===== config.mk =====
export PLATFORM = sky130hd
export DESIGN_NAME = jump_link_unit
export DESIGN_NICKNAME = d
export VERILOG_FILES = /design/src/rtl/jlu_pkg.sv /design/src/rtl/jump_link_unit_ras.sv /design/src/rtl/jump_link_unit.sv
export SDC_FILE = /design/constraint.sdc
export NUM_CORES = 1
export LEC_CHECK = 0
export BUFFER_PORTS_ARGS = -buffer_cell sky130_fd_sc_hd__buf_2
export CAP_MARGIN = 40
export CELL_PAD_IN_SITES_DETAIL_PLACEMENT = 2
export CELL_PAD_IN_SITES_GLOBAL_PLACEMENT = 2
export CORE_MARGIN = 5
export CORE_UTILIZATION = 34
export CTS_CLUSTER_SIZE = 16
export DETAILED_ROUTE_END_ITERATION = 10
export PLACE_DENSITY = 0.94
export SLEW_MARGIN = 20
export SYNTH_ARGS = -nofsm -noshare
export SYNTH_HDL_FRONTEND = slang
export SYNTH_HIERARCHICAL = 1
export SYNTH_SLANG_ARGS = --single-unit

===== constraint.sdc =====
create_clock -name clk -period 7.9 [get_ports clk]
set_clock_uncertainty 0.2 [all_clocks]
set_input_delay 1.58 -clock clk [delete_from_list [all_inputs] [get_ports clk]]
set_output_delay 1.58 -clock clk [all_outputs]
set_load 0.01 [all_outputs]

===== src/rtl/jlu_pkg.sv =====
// Shared jump/link definitions: jump-kind encoding,
// link-register constants and the is_link() helper.
package jlu_pkg;

  typedef enum logic [1:0] {
    NONE = 2'd0,
    JAL  = 2'd1,
    JALR = 2'd2,
    BR   = 2'd3
  } kind_e;

  localparam logic [4:0] LINK_X1 = 5'd1;
  localparam logic [4:0] LINK_X5 = 5'd5;

  function automatic logic is_link(input logic [4:0] idx);
    return (idx == LINK_X1) || (idx == LINK_X5);
  endfunction

endpackage


===== src/rtl/jump_link_unit_ras.sv =====
// ras_stack: circular return-address stack.
// push/pop (both = replace top), data -> top, count, sticky ovf/unf.
module ras_stack #(
  parameter int XLEN  = 32,
  parameter int DEPTH = 4
) (
  input  logic                     clk,
  input  logic                     rst,
  input  logic                     push,
  input  logic                     pop,
  input  logic [XLEN-1:0]          data,
  output logic [XLEN-1:0]          top,
  output logic [$clog2(DEPTH):0]   count,
  output logic                     ovf,
  output logic                     unf
);

  localparam int PW = $clog2(DEPTH);
  localparam int CW = PW + 1;

  logic [XLEN-1:0] mem [DEPTH];
  logic [PW-1:0]   sp;
  logic [PW-1:0]   sp_m1;
  logic [PW-1:0]   wr_idx;
  logic            empty;
  logic            full;
  logic            hit;

  assign sp_m1 = sp - PW'(1);
  assign empty = (count == '0);
  assign full  = (count == CW'(DEPTH));
  assign hit   = pop && !empty;
  assign top   = mem[sp_m1];

  // A pop+push replaces the current top in place.
  assign wr_idx = hit ? sp_m1 : sp;

  always_ff @(posedge clk) begin
    if (push) mem[wr_idx] <= data;
  end

  // When full, sp already points at the oldest entry,
  // so a push overwrites it and count saturates.
  always_ff @(posedge clk or posedge rst) begin
    if (rst) begin
      sp    <= '0;
      count <= '0;
      ovf   <= 1'b0;
      unf   <= 1'b0;
    end else begin
      if (pop && empty) unf <= 1'b1;
      if (hit && !push) begin
        sp    <= sp_m1;
        count <= count - CW'(1);
      end else if (push && !hit) begin
        sp <= sp + PW'(1);
        if (full) ovf <= 1'b1;
        else      count <= count + CW'(1);
      end
    end
  end

endmodule


===== src/rtl/jump_link_unit.sv =====
// Jump/link resolution: next PC, link write, RAS return prediction.
// Registered outputs. RAS present only when JLU_RAS_EN is defined.
module jump_link_unit
  import jlu_pkg::*;
#(
  parameter int              XLEN      = 32,
  parameter int              RAS_DEPTH = 4,
  parameter logic [XLEN-1:0] RESET_PC  = 'h8000
) (
  input  logic                       clk,
  input  logic                       rst,
  input  logic                       valid_i,
  input  logic [1:0]                 kind_i,
  input  logic                       taken_i,
  input  logic [XLEN-1:0]            pc_i,
  input  logic [XLEN-1:0]            imm_i,
  input  logic [XLEN-1:0]            rs1_val_i,
  input  logic [4:0]                 rs1_idx_i,
  input  logic [4:0]                 rd_idx_i,
  output logic [XLEN-1:0]            next_pc_o,
  output logic                       redirect_o,
  output logic                       link_we_o,
  output logic [4:0]                 link_addr_o,
  output logic [XLEN-1:0]            link_data_o,
  output logic                       misalign_o,
  output logic                       ras_pred_valid_o,
  output logic                       ras_mispredict_o,
  output logic [$clog2(RAS_DEPTH):0] ras_count_o,
  output logic                       ras_ovf_o,
  output logic                       ras_unf_o
);

  kind_e           kind;
  logic [XLEN-1:0] seq_pc;
  logic [XLEN-1:0] rel_tgt;
  logic [XLEN-1:0] target;
  logic            jump;
  logic            redir;

  assign kind    = kind_e'(kind_i);
  assign seq_pc  = pc_i + XLEN'(4);
  assign rel_tgt = pc_i + imm_i;
  assign redir   = (target != seq_pc);

  always_comb begin
    target = seq_pc;
    jump   = 1'b0;
    unique case (kind)
      JAL: begin
        target = rel_tgt;
        jump   = 1'b1;
      end
      JALR: begin
        target = (rs1_val_i + imm_i) & ~XLEN'(1);
        jump   = 1'b1;
      end
      BR: begin
        if (taken_i) target = rel_tgt;
      end
      default: ;
    endcase
  end

  always_ff @(posedge clk or posedge rst) begin
    if (rst) begin
      next_pc_o   <= RESET_PC;
      redirect_o  <= 1'b0;
      link_we_o   <= 1'b0;
      link_addr_o <= '0;
      link_data_o <= '0;
      misalign_o  <= 1'b0;
    end else if (valid_i) begin
      next_pc_o   <= target;
      redirect_o  <= redir;
      link_we_o   <= jump && (rd_idx_i != '0);
      link_addr_o <= rd_idx_i;
      link_data_o <= seq_pc;
      misalign_o  <= redir && (target[1:0] != 2'b00);
    end else begin
      redirect_o  <= 1'b0;
      link_we_o   <= 1'b0;
      misalign_o  <= 1'b0;
    end
  end

`ifdef JLU_RAS_EN
  logic            rd_link;
  logic            rs1_link;
  logic            ras_push;
  logic            ras_pop;
  logic            ras_hit;
  logic [XLEN-1:0] ras_top;
  logic            pred_q;
  logic            miss_q;

  assign rd_link  = is_link(rd_idx_i);
  assign rs1_link = is_link(rs1_idx_i);
  assign ras_push = valid_i && jump && rd_link;
  // rd == rs1 == link is a plain push, not a return.
  assign ras_pop  = valid_i && (kind == JALR) && rs1_link
                 && !(rd_link && (rd_idx_i == rs1_idx_i));
  assign ras_hit  = ras_pop && (ras_count_o != '0);

  ras_stack #(
    .XLEN  (XLEN),
    .DEPTH (RAS_DEPTH)
  ) u_ras (
    .clk   (clk),
    .rst   (rst),
    .push  (ras_push),
    .pop   (ras_pop),
    .data  (seq_pc),
    .top   (ras_top),
    .count (ras_count_o),
    .ovf   (ras_ovf_o),
    .unf   (ras_unf_o)
  );

  always_ff @(posedge clk or posedge rst) begin
    if (rst) begin
      pred_q <= 1'b0;
      miss_q <= 1'b0;
    end else begin
      pred_q <= ras_hit;
      miss_q <= ras_hit && (ras_top != target);
    end
  end

  assign ras_pred_valid_o = pred_q;
  assign ras_mispredict_o = miss_q;
`else
  logic unused_rs1;
  assign unused_rs1       = ^rs1_idx_i;
  assign ras_pred_valid_o = 1'b0;
  assign ras_mispredict_o = 1'b0;
  assign ras_count_o      = '0;
  assign ras_ovf_o        = 1'b0;
  assign ras_unf_o        = 1'b0;
`endif

endmodule


### Word level (Yosys, flattened, before mapping)

Cells that the tools add are included.

| word-level totals | value |
|---|---|
| register bits after elaboration | 72 |
| input bits | 112 |
| output and inout bits | 79 |
| logic and storage cells | 24 |

| cells by class | value |
|---|---|
| $add $sub $neg | 3 |
| eq/ne operators | 4 |
| muxes and demuxes | 6 |
| reduce and logical (&&, ||, !) cells | 5 |

Operators with widths:

| cell | number |
|---|---|
| one-hot mux 32 bit (3 select lines) | 1 |
| adder 32 bit | 2 |
| adder 32 x 3 -> 32 bit (second input constant) | 1 |
| 2-to-1 mux 32 bit | 1 |
| inequality test 32 bit | 1 |
| nonzero test 5 bit | 1 |
| == test 2 bit (second input constant) | 2 |
| 2-to-1 mux 1 bit | 4 |
| == test 2 x 1 -> 1 bit (second input constant) | 1 |
| logical AND 1 bit | 2 |
| nonzero test 2 bit | 1 |
| OR reduction 2 bit | 1 |

### Logic depth before layout (Yosys ltp)

| logic depth | value |
|---|---|
| depth in word-level cells | 6 |
| gate-level depth with buffers | 15 |
| mapped depth without buffers | 14 |

### Worst setup path before layout

Ideal clock, no wire load.

| timing | value |
|---|---|
| kind | input-to-reg |
| start | in pc_i[8] |
| end | reg misalign_o |
| library setup time | 0.141 ns |
| arrival time | 4.415 ns |
| required time | 7.559 ns |
| slack | 3.144 ns |
| cell stages on the path | 13 |
| path buffers | 1 |
| cell sequence | ha_1 -> buf_2 -> nand4_1 -> or3_1 -> a21o_1 -> a2111oi_4 -> or4_1 -> o41ai_2 -> a311o_2 -> nor4_2 -> nand4_1 -> nor4_2 -> a221oi_1 |

| between the ends | value |
|---|---|
| word-level cells in the longest chain between the ends | 6 |
| elaborated cells between the ends (all ways) | 7 |
| those cells by class | add/sub: 2; eq/ne: 1; mux: 3; reduce/logical: 1 |

RTL lines:

| element | RTL line | text |
|---|---|---|
| start: declaration | jump_link_unit.sv:15 | `input logic [XLEN-1:0] pc_i,` |
| adder 32 x 3 -> 32 bit or adder 32 bit (tied branches) | jump_link_unit.sv:41, jump_link_unit.sv:42 |  |
| 2-to-1 mux 32 bit | jump_link_unit.sv:58 | `if (taken_i) target = rel_tgt;` |
| one-hot mux 32 bit (3 select lines) | jump_link_unit.sv:48 | `unique case (kind)` |
| inequality test 32 bit * | jump_link_unit.sv:43 | `assign redir = (target != seq_pc);` |
| logical AND 1 bit * | jump_link_unit.sv:78 | `misalign_o <= redir && (target[1:0] != 2'b00);` |
| 2-to-1 mux 1 bit * | jump_link_unit.sv:72 | `end else if (valid_i) begin` |
| end signal: assignment | jump_link_unit.sv:78 |  |
| end: declaration | jump_link_unit.sv:25 | `output logic misalign_o,` |

Every way passes the cells marked *; elsewhere a longest branch is shown, timed or not.
A chain may end at the register's enable or synchronous reset.

### Final worst setup path

| timing | value |
|---|---|
| start | in pc_i[0] |
| end | reg misalign_o |

| between the ends | value |
|---|---|
| word-level cells in the longest chain between the ends | 6 |
| elaborated cells between the ends (all ways) | 8 |
| those cells by class | add/sub: 2; eq/ne: 1; mux: 3; reduce/logical: 2 |

RTL lines:

| element | RTL line |
|---|---|
| adder 32 x 3 -> 32 bit or adder 32 bit (tied branches) | jump_link_unit.sv:41, jump_link_unit.sv:42 |
| 2-to-1 mux 32 bit | jump_link_unit.sv:58 |
| one-hot mux 32 bit (3 select lines) | jump_link_unit.sv:48 |
| inequality test 32 bit or nonzero test 2 bit (tied branches) | jump_link_unit.sv:43, jump_link_unit.sv:78 |
| logical AND 1 bit * | jump_link_unit.sv:78 |
| 2-to-1 mux 1 bit * | jump_link_unit.sv:72 |

Marks and branches as above.

==> flow_summary.yaml <==
outcome:
  outcome: "complete, no violations"
min_path:
  hp-class: "reg -> reg"
detailed_routing:
  drt_iter0_drc: 778
  vias: 10306
  firstDrtPassIters: 5
  wl_per_cell_um: 26.1
  ant_nets: 0
  via_per_inst: 6.33
  drcViolationCount: 0
  wirelength_mm: 42.5
power_and_ir_drop:
  p_per_area_nw_per_um2: 160
  vdd_ir_drop_max_uv: 149
  total_leakage_power_uw: 0.00436
  power_uw: 1640
global_routing:
  grt_max_degree: 92
  overflow: 0
  grt_usage_pct: 27.9
  grt_pass1_wl_mm: 63.9
  antenna_found_initial: 0
  grt_pass1_vias: 10878
cts:
  h-tree-depth: 3
  cts_hold_buf: 0
  clk_latency_ps: 340
  cts_tree: "done"
  ctsResizeCount: 0
  cts.clk_slew.worst_paths_ps: 60
  clkSinkCount: 72
  cts-root-buf: "clkbuf_16"
  cts-buffers-inserted: 9
  cts_buffer_depth: 2
  post-cts-setup-buffer-count: 0
final_layout:
  nNetsFinal: 1473
  antenna_cells: 0
  final_cell_count_no_fill: 1628
  drive_gt1_share_pct: 20.0
  fin_util_pct: 40.4
  fillers: 2986
  syn_to_final_growth_pct: 16.5
timing:
  finalWorstSetupSlack_ps: 2310
  post-route-period-util_pct: 70.8
  setup_viol: 0
  hold_violations: 0
  rsz0062_at_grt: "false"
  fmax_mhz: 179
  drv_slew: 0
  min_period_ps: 5590
  slew_headroom_pct: 42.9
  worst_pin_slew_ps: 854
  setup_tns_ps: 0
place:
  pre_cts_ws_ps: 2100
  place_hpwl_mm: 34.2
  place_congestion: 0.918
  dp_cells: 1611
  io_buffer_count: 178
worst_setup_path:
  start_kind: "input port"
  critPathBufInv: 2
  cp.required_ps: 7870
  crit_slowest_cell: "a221oi_1"
  worstPathCellList: "buf_2 > ha_1 > inv_1 > fa_1 > nor2b_1 > o21ai_1 > nor3_1 > o21ai_0 > and2_1 > o41ai_1 > xnor2_1 > o221ai_1 > xnor2_1 > a221oi_1 > a221oi_1"
  path_max_fanout: 5
  cpPeakStageDelay_ps: 490
  cpLargestDelayFamily: "compound AO/OA/AOI/OAI gates"
  crit_arrival_ps: 5560
  endpoint_kind: "flip-flop"
  crit_type: "in -> reg"
floorplanning:
  io_pins: 191
  die_h_um: 171
  core_area_um2: 25300
  initial_core_util_pct: 34.7
  fp-row-count: 58
  die_w_um: 171
  dieArea_um2: 29200
run:
  timing.max_cap.violations: 0
synth:
  async_flop_share_pct: 100
  synth_area_per_cell_um2: 7.63
  synth_warnings: 6
  synth_cells: 1152
  synth_edf_count: 0
  ys_ff_latch: 72
  syn_area_um2: 8790
  synth_cell_types: 91
  ys_seq_area_share_pct: 20.5
  synth_flop_cell: "dfrtp_1"
[flip-flops by register name, summed over array words and instances (netlist names)]
signal       flops
link_data_o     32
next_pc_o       32
link_addr_o      5
link_we_o        1
misalign_o       1
redirect_o       1
[synth_stat cells, drive strengths merged (4+ instances only)]
cell type | n | area, um^2
a22oi | 11 | 82.6
a221oi | 4 | 35.0
a31oi | 18 | 113
xor2 | 28 | 245
xnor2 | 35 | 307
or4 | 5 | 42.5
a21oi | 118 | 602
dfrtp | 71 | 1780
nand4 | 39 | 274
and4 | 7 | 62.6
nand3 | 36 | 180
or3 | 19 | 120
nand2 | 103 | 387
o22ai | 8 | 50.1
nor2b | 4 | 25.0
nor3b | 5 | 37.5
inv | 18 | 67.6
o221ai | 11 | 96.3
and2 | 6 | 38.8
buf | 12 | 81.3
clkbuf | 57 | 274
nor4 | 17 | 119
mux2i | 17 | 170
mux2 | 15 | 169
a2111oi | 6 | 90.1
nor3 | 38 | 195
o21a | 26 | 195
nand2b | 10 | 62.6
and3 | 26 | 165
o2111ai | 8 | 70.1
o21ai | 51 | 255
nor2 | 135 | 507
a21o | 24 | 181
or2 | 6 | 37.5
o31ai | 6 | 45.0
o211ai | 12 | 90.1
a211oi | 14 | 110
o221a | 4 | 45.0
ha | 66 | 826
[layout make-up]
type	count	area, um^2	share of cell area (%)
repair buffers	193	1050	10.2
clock buffers	10	229	2.24
well taps	330	413	4.03
clock inverters	6	92.6	0.904
inverters	19	71.3	0.696
multi-input cells	998	6590	64.3
flip-flops and latches	72	1800	17.6
[where the power goes]
group          leakage [uW]  switching [uW]  internal, uW
Clock              0.000149             173           279
Combinational       0.00338             483           260
Sequential         0.000827            30.5           415
[cell families (layout without fill, tap and decap cells)]
group	after synthesis	after routing	synth area share (%)
buf+inv	88	228	4.85
mux	32	32	3.86
flops	72	72	20.5
simple gates	463	463	26.4
other cells	1	7	0.0427
xor+xnor	63	63	6.28
compound gates	365	365	28.3
fa+ha+maj	68	68	9.85
[stage by stage]
stage          area, um^2  hold WS [ps]
2_1_floorplan        8810           291
3_3_place_gp         9860           255
3_5_place_dp         9890           264
4_1_cts             10200           278
5_1_grt             10200           299
6_report            10200           271
[final timing paths]
kind | from | end | slack [ps] | cells past startpoint
max in group asynchronous | rst | next_pc_o[15]$_DFFE_PP1P_ | 5850 | 4
max reg2reg | next_pc_o[15]$_DFFE_PP1P_ | next_pc_o[15]$_DFFE_PP1P_ | 6840 | 2
max | pc_i[0] | misalign_o$_DFF_PP0_ | 2310 | 15
min | next_pc_o[4]$_DFFE_PP0P_ | next_pc_o[4]$_DFFE_PP0P_ | 270 | 1
min in group asynchronous | rst | link_data_o[22]$_DFFE_PP0P_ | 1050 | 3
min reg2reg | next_pc_o[4]$_DFFE_PP0P_ | next_pc_o[4]$_DFFE_PP0P_ | 270 | 1
[worst register-to-register path: stages, from the launching register on]
cell and delay, ps:
dfstp_2 540, nor2_1 50, a31oi_1 190
[cell usage in the layout (no fill, tap or decap), types with 13 or more instances in the layout]
cell type  Yosys  routed
buf_2          2     177
nor2_1       135     135
a21oi_1      117     117
nand2_1      103     103
dfrtp_1       71      71
ha_1          66      66
o21ai_0       48      48
nand4_1       37      37
nor3_1        37      37
nand3_1       36      36
xnor2_1       35      35
xor2_1        28      28
o21a_1        26      26
and3_1        24      24
a21o_1        23      23
or3_1         18      18
a31oi_1       18      18
inv_1         18      17
mux2i_1       17      17
nor4_1        15      15
mux2_2        15      15
buf_4          7      14
a211oi_1      13      13
[layer usage]
metal	up-vias	routed length, um	track usage [%]
li1	4609	-	-
met1	5193	17900	37.3
met2	438	20600	48.7
met3	66	2990	2.31
met4	0	1040	7.26
met5	-	0	0
(Power assumes the default switching activity.)
